==> src/rtl/spike_spi_poller.sv <==
// ============================================================================
// Module  : spike_spi_poller
// Brief   : SPI master / frame scheduler that polls the SpikeDriver_SPI slave
//           for its fired vector, one-shot or at a fixed auto-poll period.
// Revision: 1.0 - initial release
// ============================================================================
`default_nettype none

module spike_spi_poller #(
    parameter int              SZPFIRED = 32,
    parameter int              CMDW     = 8,
    parameter logic [CMDW-1:0] CMD_READ = 8'hA5,
    parameter int              CLKDIV   = 4,
    parameter int              PERIOD   = 50000
) (
    input  logic                clk50,
    input  logic                reset,
    input  logic                start,
    input  logic                auto_en,
    input  logic                lmiso,
    output logic                lsck,
    output logic                lmosi,
    output logic                lnss,
    output logic [SZPFIRED-1:0] FOut,
    output logic                fired_valid,
    output logic                busy,
    output logic                overrun
);

    localparam int N    = CMDW + SZPFIRED;
    localparam int PW   = $clog2(CLKDIV);
    localparam int BW   = $clog2(N + 1);
    localparam int PERW = (PERIOD > 1) ? $clog2(PERIOD) : 1;

    localparam logic [PW-1:0]   c_PH_LAST  = PW'(CLKDIV - 1);
    localparam logic [BW-1:0]   c_NBITS    = BW'(N);
    localparam logic [BW-1:0]   c_CMDBITS  = BW'(CMDW);
    localparam logic [PERW-1:0] c_PER_LAST = PERW'(PERIOD - 1);

    typedef enum logic [2:0] {
        S_IDLE  = 3'd0,
        S_SETUP = 3'd1,
        S_HIGH  = 3'd2,
        S_LOW   = 3'd3,
        S_DONE  = 3'd4,
        S_GAP   = 3'd5
    } state_t;

    state_t              r_state;
    logic [PW-1:0]       r_phase;
    logic [BW-1:0]       r_bitcnt;
    logic [N-1:0]        r_shift;
    logic [PERW-1:0]     r_per;
    logic                r_lsck;
    logic                r_lmosi;
    logic                r_lnss;
    logic [SZPFIRED-1:0] r_fout;
    logic                r_fired_valid;
    logic                r_busy;
    logic                r_overrun;

    logic w_tick;
    logic w_trigger;

    assign w_tick    = auto_en && (r_per == c_PER_LAST);
    assign w_trigger = start || w_tick;

    // Free-running poll timer, held at zero whenever auto polling is off.
    always_ff @(posedge clk50) begin
        if (reset || !auto_en) begin
            r_per <= '0;
        end else if (r_per == c_PER_LAST) begin
            r_per <= '0;
        end else begin
            r_per <= r_per + PERW'(1);
        end
    end

    always_ff @(posedge clk50) begin
        if (reset) begin
            r_state       <= S_IDLE;
            r_phase       <= '0;
            r_bitcnt      <= '0;
            r_shift       <= '0;
            r_lsck        <= 1'b0;
            r_lmosi       <= 1'b0;
            r_lnss        <= 1'b1;
            r_fout        <= '0;
            r_fired_valid <= 1'b0;
            r_busy        <= 1'b0;
            r_overrun     <= 1'b0;
        end else begin
            r_fired_valid <= 1'b0;
            if (w_tick && (r_state != S_IDLE)) begin
                r_overrun <= 1'b1;
            end

            case (r_state)
                S_IDLE: begin
                    if (w_trigger) begin
                        r_state  <= S_SETUP;
                        r_phase  <= '0;
                        r_bitcnt <= '0;
                        r_shift  <= {CMD_READ, {SZPFIRED{1'b0}}};
                        r_busy   <= 1'b1;
                        r_lnss   <= 1'b0;
                        r_lsck   <= 1'b0;
                        r_lmosi  <= CMD_READ[CMDW-1];
                    end
                end

                S_SETUP: begin
                    if (r_phase == c_PH_LAST) begin
                        r_state <= S_HIGH;
                        r_phase <= '0;
                        r_lsck  <= 1'b1;
                    end else begin
                        r_phase <= r_phase + PW'(1);
                    end
                end

                S_HIGH: begin
                    if (r_phase == '0) begin
                        r_shift  <= {r_shift[N-2:0], lmiso};
                        r_bitcnt <= r_bitcnt + BW'(1);
                    end
                    // lmosi changes together with the falling lsck edge.
                    if (r_phase == c_PH_LAST) begin
                        r_state <= S_LOW;
                        r_phase <= '0;
                        r_lsck  <= 1'b0;
                        r_lmosi <= (r_bitcnt < c_CMDBITS) ? r_shift[N-1] : 1'b0;
                    end else begin
                        r_phase <= r_phase + PW'(1);
                    end
                end

                S_LOW: begin
                    if (r_phase == c_PH_LAST) begin
                        r_phase <= '0;
                        if (r_bitcnt < c_NBITS) begin
                            r_state <= S_HIGH;
                            r_lsck  <= 1'b1;
                        end else begin
                            r_state       <= S_DONE;
                            r_lnss        <= 1'b1;
                            r_lmosi       <= 1'b0;
                            r_fout        <= r_shift[SZPFIRED-1:0];
                            r_fired_valid <= 1'b1;
                        end
                    end else begin
                        r_phase <= r_phase + PW'(1);
                    end
                end

                S_DONE: begin
                    r_state <= S_GAP;
                    r_phase <= '0;
                end

                S_GAP: begin
                    if (r_phase == c_PH_LAST) begin
                        r_state <= S_IDLE;
                        r_phase <= '0;
                        r_busy  <= 1'b0;
                    end else begin
                        r_phase <= r_phase + PW'(1);
                    end
                end

                default: begin
                    r_state <= S_IDLE;
                    r_busy  <= 1'b0;
                    r_lnss  <= 1'b1;
                    r_lsck  <= 1'b0;
                end
            endcase
        end
    end

    assign lsck        = r_lsck;
    assign lmosi       = r_lmosi;
    assign lnss        = r_lnss;
    assign FOut        = r_fout;
    assign fired_valid = r_fired_valid;
    assign busy        = r_busy;
    assign overrun     = r_overrun;

endmodule

`default_nettype wire

==> config.mk <==
export PLATFORM = sky130hd
export DESIGN_NAME = spike_spi_poller
export DESIGN_NICKNAME = d
export VERILOG_FILES = /design/src/rtl/spike_spi_poller.sv
export SDC_FILE = /design/constraint.sdc
export NUM_CORES = 1
export LEC_CHECK = 0
export ABC_AREA = 1
export CAP_MARGIN = 20
export CORE_MARGIN = 5
export CORE_UTILIZATION = 35
export DETAILED_ROUTE_END_ITERATION = 8
export PLACE_DENSITY = 0.59
export SLEW_MARGIN = 0
export SYNTH_ARGS = -nofsm -noshare
export SYNTH_HDL_FRONTEND = slang
export SYNTH_SLANG_ARGS = --single-unit
==> constraint.sdc <==
create_clock -name clk50 -period 1.6 [get_ports clk50]
set_input_delay 0.32 -clock clk50 [delete_from_list [all_inputs] [get_ports clk50]]
set_output_delay 0.32 -clock clk50 [all_outputs]
set_load 0.02 [all_outputs]
### After elaboration in Yosys (flattened, before gate mapping)

Cells that the tools add are included.

* register bits: 105
* output and inout bits: 38
* word-level logic and storage cells: 96

* add/subtract/negate cells: 3
* $lt $le $gt $ge: 2
* eq/ne operators: 15
* mux-type cells: 33
* bitwise gates (word level): 6
* reductions and logical operators: 25

Operator list (count)
* 2-to-1 mux 40 bit: 2
* case mux 40 bit (2 select lines): 1
* 2-to-1 mux 3 bit: 6
* case mux 3 bit (6 select lines): 1
* adder 16 x 1 -> 16 bit (second input constant): 1
* == test 16 bit (second input constant): 1
* inequality test 2 bit (second input constant): 8
* 2-to-1 mux 1 bit: 13
* 2-to-1 mux 6 bit: 2
* case mux 6 bit (2 select lines): 1
* OR reduction 4 bit: 3
* AND reduction 5 bit: 2
* case mux 1 bit (3 select lines): 3
* AND reduction 3 bit: 3
* nonzero test 3 bit: 3
* adder 6 x 1 -> 6 bit (second input constant): 1
* == test 3 x 2 -> 1 bit (second input constant): 2
* == test 3 bit (second input constant): 2
* less-than comparator 6 x 4 -> 1 bit (second input constant): 1
* less-than comparator 6 bit (second input constant): 1
* NOT 1 bit: 6
* case mux 2 bit (3 select lines): 1
* AND reduction 6 bit: 1
* case mux 1 bit (5 select lines): 1
* other kinds (14): 18

### Longest topological paths before layout

Gate-level depths: netlist of the first run.

* word-level depth: 5
* gate-level depth with buffers: 13
* gate-level depth less buffers: 11

### Worst setup path after synthesis of the first run

OpenSTA, ideal clock, no wires.

* path type: register to register
* from: register r_per[0]
* to: register r_shift[10]
* data arrival time: 1.416 ns
* required time: 1.487 ns
* setup slack: 0.070 ns
* cell stages (with the launch flop): 13
* path buffers: 2
* clock period less this slack: 1.530 ns
* cell sequence: dfxtp_1 > ha_1 > nand2_1 > inv_2 > nand2_2 > nor2_4 > nand3_2 > nand2_2 > nand2_2 > buf_6 > buf_6 > o21ai_1 > nor2_1

* cells in the longest elaborated chain, start to end: 5

Ends and longest elaborated chain
* start, declared: RTL line 53 `logic [PERW-1:0] r_per;`
* start signal, assigned: RTL line 75 `r_per <= r_per + PERW'(1);`
* == test 16 bit: RTL line 65 `assign w_tick = auto_en && (r_per == c_PER_LAST);`
* logical AND 1 bit: RTL line 65
* logical OR 1 bit: RTL line 66 `assign w_trigger = start || w_tick;`
* inequality test 2 bit (no source line)
* AND reduction 3 bit (no source line)
* end signal, assigned: RTL line 104 `r_shift <= {CMD_READ, {SZPFIRED{1'b0}}};`
* end signal, assigned: RTL line 124 `r_shift <= {r_shift[N-2:0], lmiso};`
* end, declared: RTL line 52 `logic [N-1:0] r_shift;`

Every way passes these cells.
A chain may end at the register's enable or synchronous reset.

### Final worst setup path of the first run

* from: register r_per[0]
* to: register r_shift[25]

The elaborated chain is that of the path after synthesis.

==> results of run 1 <==
-- per-stage QoR --
stage                     setup TNS (ns)  power (mW)  utilization
after floorplan                        0       5.449            -
after detailed placement          -1.596       6.103       0.4165
final                                  0       8.930       0.4578
after global routing              -3.710       9.562       0.4578
after global placement           -0.7615       6.040       0.4165
after CTS                      -0.002406       8.748       0.4479
-- power by group through the flow --
stage | Clock [mW] | Sequential, mW | Combinational (mW)
after floorplan | 0 | 3.36 | 2.09
after CTS | 2.36 | 3.30 | 3.08
after global placement | 0 | 3.35 | 2.69
after detailed placement | 0 | 3.36 | 2.75
after global routing | 2.47 | 3.36 | 3.73
final | 2.30 | 3.32 | 3.31
-- per-layer routing --
| metal | vias up | share of wire |
|---|---|---|
| met4 | 0 | 0.0085 |
| met1 | 1841 | 0.49 |
| met3 | 7 | 0.062 |
| li1 | 2118 | - |
| met2 | 85 | 0.44 |
| met5 | - | 0 |
-- registers in the layout (all words and copies together), names as in the netlist --
register and flops:
FOut 32, busy 1, fired_valid 1, lmosi 1, lnss 1, lsck 1
overrun 1, r_bitcnt 6, r_per 16, r_phase 2, r_shift 40, r_state 3
-- cells by family after synthesis --
logic type | Yosys count
AND/OR/NAND/NOR | 270
AO/OA/AOI/OAI | 135
flip-flops | 105
buffers and inverters | 101
XOR/XNOR | 7
adder cells (fa/ha/maj) | 4
-- cells in the mapped netlist, types with 3 or more instances --
cell	instances	area share
xor2_1	6	0.012
nor3_1	5	0.0055
ha_1	4	0.011
buf_6	6	0.015
nor2_2	10	0.014
inv_2	6	0.0050
o21ai_1	61	0.067
dfxtp_1	105	0.46
nand2_1	60	0.050
clkbuf_1	11	0.0091
inv_1	62	0.051
a21oi_1	58	0.064
nand4_1	5	0.0069
buf_4	3	0.0050
buf_2	11	0.012
nor2_1	144	0.12
o21ai_0	11	0.012
nand3_1	31	0.034
nor2_4	3	0.0075
nand2_2	6	0.0083
-- how the worst max path moves through the flow --
stage | cells past startpoint | end | startpoint
floorplan | 12 | r_shift[10] | r_per[0]
finish | 13 | r_shift[25] | r_per[0]
global route | 13 | r_shift[29] | r_per[0]
detailed placement | 12 | r_shift[29] | r_per[1]
CTS | 13 | r_shift[9] | r_per[1]
global placement | 7 | r_bitcnt[0] | auto_en
-- what timing repair did --
item / 4_1_cts / 5_1_grt
setup endpoints to repair: 86 / 84
setup buffers: 6 / 4
resized for setup: 53 / 22
pin swaps: 13 / 28
cloned: 1 / 2
-- critical path, stage by stage, from the launching register on --
cell and delay, ns:
dfxtp_2 0.35, ha_4 0.15, nand2_4 0.06, inv_4 0.06, nand2_4 0.05, nor2_4 0.12
nand3_2 0.10, nand2_4 0.11, nand2_8 0.09, inv_8 0.08, buf_12 0.11, clkbuf_16 0.14
nor2_1 0.04, nor2_1 0.07
-- final cells by class --
type / count / area, um2 / share of cell area
multi-input cells: 416 / 2029 / 0.3499
well taps: 172 / 215.2 / 0.03710
inverters: 68 / 265.3 / 0.04573
clock inverters: 3 / 67.56 / 0.01165
repair buffers: 88 / 883.3 / 0.1523
clock buffers: 11 / 232.7 / 0.04012
flip-flops and latches: 105 / 2107 / 0.3632
==> flow_summary_export.csv, run 1 <==
group,metric,value,unit
outcome,outcome,"complete, no violations",
floorplanning,coreArea,0.01267,mm2
cells_and_area,final_common_cell,"nor2_1",
place,place_area,0.005278,mm2
cells_and_area,nets,697,
power,p_switching,3.081,mW
cells_and_area,drive_above_1_share,0.1534,
synthesis,synth_compound_gate_area_share,0.1513,
power,power_density,1540,mW/mm2
timing,slew_headroom,0.7896,
timing,fin_crit_sh,0.9923,
clocking,cts_max_level,3,
routing,drt_iter0_drc,343,
min_path,min_from,"r_shift[32]",
cells_and_area,layout.cells.non_filler,863,
grt,track_usage,0.1453,
min_path,hold_path_depth,2,
clocking,clk_pin_slew,0.07,ns
timing,setup_violations,0,
timing,hold_viol,0,
timing,finClkSkew,0.004713,ns
timing,rsz0062_at_grt,"true",
min_path,hold_class,"reg -> reg",
synthesis,syn_nets,631,
routing,routed-via-count,4051,
place,dp.cells,837,
synthesis,synthDistinctLibCells,32,
clocking,cts_tree,"built",
timing,timing.fmax,629.8,MHz
routing,totalWireLength,10.51,mm
timing,final.setup.worst_slack,0.01231,ns
timing,worst_pin_slew,0.3127,ns
critical_path,end_kind,"flip-flop",
routing,final_antenna_net_count,0,
critical_path,reg2regPathDepth,13,
power,switching_share,0.3450,
routing,routed_via_density,4.694,
grt,met2_usage,0.2244,
clocking,clock-sinks,105,
floorplanning,fp.dieW,123.8,um
floorplanning,dieHeight,123.8,um
clocking,cts-root-buf,"clkbuf_16",
synthesis,synthArstFlopShare,0,
critical_path,crit_path_start_kind,"flip-flop",
clocking,cts_buffer_depth,2,
clocking,clkLatencyLatePin,0.34,ns
synthesis,synth_adder_area_share,0.01104,
grt,use_met3,0.04814,
power,p_seq_frac,0.371,
critical_path,worstSetupPathType,"reg -> reg",
synthesis,synth_seq_cells,105,
cells_and_area,n_antenna_cell,0,
power,pwr-share-clk,0.257,
timing,drv_slew,0,
power,comb_power_share,0.371,
synthesis,synth_edf_count,0,
grt,busiest_layer,"met2",
place,finalWeightedCongestion,0.8302,
grt,grt.overflow.total,0,
grt,grt_pass1_wl,18.01,mm
synthesis,syn_area,0.004533,mm2
min_path,worstHoldEndpoint,"r_shift[32]",
synthesis,synthXorXnorAreaFrac,0.01352,
critical_path,required,1.88,ns
grt,grt_pass1_vias,3857,
place,dpl_worst_slack,-0.07408,ns
critical_path,r2r-start,"r_per[0]",
place,hpwlAfterDp,6.645,mm
timing,layout_min_cycle_time,1.588,ns
clocking,cts_buffers,9,
synthesis,dominantRegCellSynth,"dfxtp_1",
synthesis,syn_inst,622,
synthesis,synthSimpleGateAreaFrac,0.2553,
routing,first_pass_iters,4,
synthesis,synthMuxAreaShare,0,
floorplanning,row_count,41,
timing,holdWs,0.4521,ns
floorplanning,pin_count,43,
floorplanning,start_util,0.3578,
cells_and_area,syn2layout_area_growth,27.96,%
critical_path,r2r-end,"r_shift[25]",
synthesis,synth_top_family_by_area,"simple AND/OR/NAND/NOR gates",
grt,grt_max_degree,79,
cells_and_area,stdcell_area,0.005801,mm2
power,vdd_drop_max,0.0006860,V
clocking,ctsHoldBuffers,0,
routing,wl_per_cell,12.18,um
synthesis,ys_seq_area_frac,0.4637,
routing,drcViolationCount,0,
grt,grtUsageMet1,0.1947,
synthesis,synth.avg_cell_area,7.288,um2
grt,antenna_found_initial,0,
run,cap_violations,0,
synthesis,ys_warn_count,0,
cells_and_area,fillers,1265,
place,port_buffers,42,
critical_path,crit_fanout,6,
cells_and_area,final_cell_mix,"nor2_1 (134), dfxtp_1 (101), o21ai_1 (62)",
floorplanning,fp.dieArea,0.01533,mm2
critical_path,critPathArrivalTime,1.87,ns
power,leakagePower,2.512,nW
power,p_int,5.849,mW
critical_path,reg2reg_setup_slack,0.01,ns
(Power assumes the default switching activity.)
==> run 2: changes to the inputs <==
--- a/config.mk
+++ b/config.mk
@@ -7,10 +7,12 @@
 export LEC_CHECK = 0
 export ABC_AREA = 1
 export CAP_MARGIN = 20
+export CELL_PAD_IN_SITES_DETAIL_PLACEMENT = 0
+export CELL_PAD_IN_SITES_GLOBAL_PLACEMENT = 1
 export CORE_MARGIN = 5
 export CORE_UTILIZATION = 35
 export DETAILED_ROUTE_END_ITERATION = 8
-export PLACE_DENSITY = 0.59
+export PLACE_DENSITY = 0.75
 export SLEW_MARGIN = 0
 export SYNTH_ARGS = -nofsm -noshare
 export SYNTH_HDL_FRONTEND = slang
==> run 2 against run 1 <==
Against the previous run: non-clock buffer count decreased by 2; via count is 0.12% lower; critical endpoint is now r_shift[9]; the run now ends with negative setup slack left; sequential cell count did not move; register-to-register slack lost 0.02 ns; highest routed layer unchanged; count of clock-buffer cells in the layout down 1; worst setup slack worse by 0.019 ns; first-iteration DRC count down 40%; sequential power is essentially flat; largest power group is now combinational logic; utilization is 0.56 points higher.
==> flow_summary_export.csv, run 2 (synthesis results as in run 1) <==
group,metric,value,unit
place,place_area,0.005288,mm2
place,dpl_worst_slack,-0.1356,ns
cells_and_area,drive_above_1_share,0.1681,
grt,antenna_found_initial,0,
critical_path,crit_cells,13,
timing,fin_crit_sh,1.004,
outcome,outcome,"finished with violations",
critical_path,cp_slowest_cell,"dfxtp_2",
clocking,clk_pin_slew,0.07,ns
timing,hold_viol,0,
floorplanning,fp.dieW,123.8,um
timing,finClkSkew,0.007081,ns
cells_and_area,n_antenna_cell,0,
floorplanning,pin_count,43,
floorplanning,fp.dieArea,0.01533,mm2
critical_path,cp_top_family,"simple AND/OR/NAND/NOR gates",
routing,routed-via-count,4046,
clocking,cts_buffers,9,
cells_and_area,syn2layout_area_growth,29.53,%
cells_and_area,nets,695,
clocking,cts_tree,"built",
timing,drv_slew,0,
timing,worst_pin_slew,0.3047,ns
clocking,ctsHoldBuffers,0,
routing,final_antenna_net_count,0,
cells_and_area,largest_register,"r_shift",
timing,slew_headroom,0.7969,
clocking,clock-sinks,105,
floorplanning,dieHeight,123.8,um
floorplanning,start_util,0.3578,
critical_path,end_kind,"flip-flop",
routing,route.top_layer_used,"met4",
cells_and_area,stdcell_area,0.005872,mm2
routing,routed_via_density,4.694,
power,leakagePower,2.549,nW
cells_and_area,largest_register_ffs,40,
routing,drcViolationCount,0,
timing,layout_min_cycle_time,1.606,ns
critical_path,worstSetupPathType,"reg -> reg",
grt,grt_max_degree,75,
grt,grt_pass1_wl,17.78,mm
grt,track_usage,0.1422,
clocking,cts-root-buf,"clkbuf_16",
outcome,violations,"negative setup slack",
critical_path,crit_path_start_kind,"flip-flop",
routing,wl_met2,4.987,mm
routing,met1_length,5.156,mm
power,p_total,8.998,mW
cells_and_area,final_cell_mix,"nor2_1 (132), dfxtp_1 (102), inv_1 (60)",
routing,first_pass_iters,4,
routing,wl_met3,442,um
min_path,hold_class,"reg -> reg",
min_path,hold_path_depth,2,
timing,setup_violations,4,
clocking,cts_max_level,3,
critical_path,crit_buf_inv,4,
critical_path,max_stage_delay,0.35,ns
critical_path,crit_top_cell,"nand2_4",
floorplanning,coreArea,0.01267,mm2
critical_path,reg2regPathDepth,13,
critical_path,crit_fanout,7,
place,finalWeightedCongestion,0.7982,
clocking,cts_buffer_depth,2,
place,port_buffers,42,
grt,grt_pass1_vias,3851,
critical_path,required,1.88,ns
critical_path,path_cells,"ha_4 -> nand2_4 -> inv_4 -> nand2_4 -> nor2_4 -> nand3_2 -> nand2_4 -> nand2_8 -> inv_8 -> buf_12 -> clkbuf_16 -> nor2_1 -> nor2_1",
place,dp.cells,835,
cells_and_area,final_common_cell,"nor2_1",
timing,rsz0062_at_grt,"true",
power,power_density,1532,mW/mm2
power,vdd_drop_max,0.0007401,V
routing,wl_per_cell,12.41,um
timing,final.setup.worst_slack,-0.006404,ns
grt,grt.overflow.total,0,
place,hpwlAfterDp,6.823,mm
cells_and_area,layout.cells.non_filler,862,
run,cap_violations,0,
routing,totalWireLength,10.70,mm
timing,timing.fmax,622.5,MHz
floorplanning,row_count,41,
clocking,clkLatencyLatePin,0.34,ns
critical_path,critPathArrivalTime,1.89,ns
routing,drt_iter0_drc,206,
[run 2: changes by cell type in the layout (fill, tap and decap cells not counted), sizes merged]
| cell | previous run | this run |
|---|---|---|
| buf | 44 | 41 |
| clkinv | 0 | 2 |
| inv | 68 | 70 |
| bufinv | 2 | 1 |
| clkinvlp | 1 | 0 |
| dlygate4sd2 | 38 | 37 |
| dlymetal6s2s | 0 | 1 |
[run 2: what timing repair did]
action / CTS / global route
endpoints found under the setup margin: 92 / 58
cloned: 2 / 3
pin swaps: 16 / 20
setup buffers: 6 / 3
resized for setup: 57 / 31
[run 2: cell type report]
class | count | area (um2)
fillers | 1319 | 6799
inverters | 68 | 265.3
clock inverters | 5 | 63.81
multi-input cells | 416 | 2074
repair buffers | 86 | 908.4
clock buffers | 10 | 239.0
well taps | 172 | 215.2
flip-flops and latches | 105 | 2106
[run 2: worst paths after layout]
kind                     from  slack (ns)           to
hold / removal    r_shift[32]        0.45  r_shift[32]
hold reg to reg   r_shift[32]        0.45  r_shift[32]
setup / recovery     r_per[0]      -0.006   r_shift[9]
setup reg to reg     r_per[0]      -0.006   r_shift[9]
[run 2: worst register-to-register path, stage by stage (launching register included)]
cell and delay [ns]:
dfxtp_2 0.35, ha_4 0.15, nand2_4 0.06, inv_4 0.07
nand2_4 0.05, nor2_4 0.12, nand3_2 0.10, nand2_4 0.12
nand2_8 0.08, inv_8 0.07, buf_12 0.12, clkbuf_16 0.15
nor2_1 0.04, nor2_1 0.08
[run 2: per-stage QoR]
stage | hold WS, ns | TNS [ns] | util
after detailed placement | 0.4458 | -3.390 | 0.4173
after floorplan | 0.3891 | 0 | -
final | 0.4520 | -0.01763 | 0.4634
after global placement | 0.4377 | -1.075 | 0.4173
after global routing | 0.4856 | -3.250 | 0.4634
after CTS | 0.4570 | -0.005057 | 0.4504
[run 2: metal layers]
| metal | vias up | GRT usage |
|---|---|---|
| met5 | - | 0 |
| met4 | 0 | 0.03875 |
| met3 | 9 | 0.03906 |
| met2 | 65 | 0.2298 |
| met1 | 1864 | 0.1868 |
| li1 | 2108 | - |
[run 2: power breakdown]
group / internal (mW) / switching (mW) / total [mW] / leakage [nW]
clock: 1.26 / 0.985 / 2.25 / 0.151
sequential: 3.06 / 0.270 / 3.33 / 0.857
combinational: 1.47 / 1.95 / 3.42 / 1.54
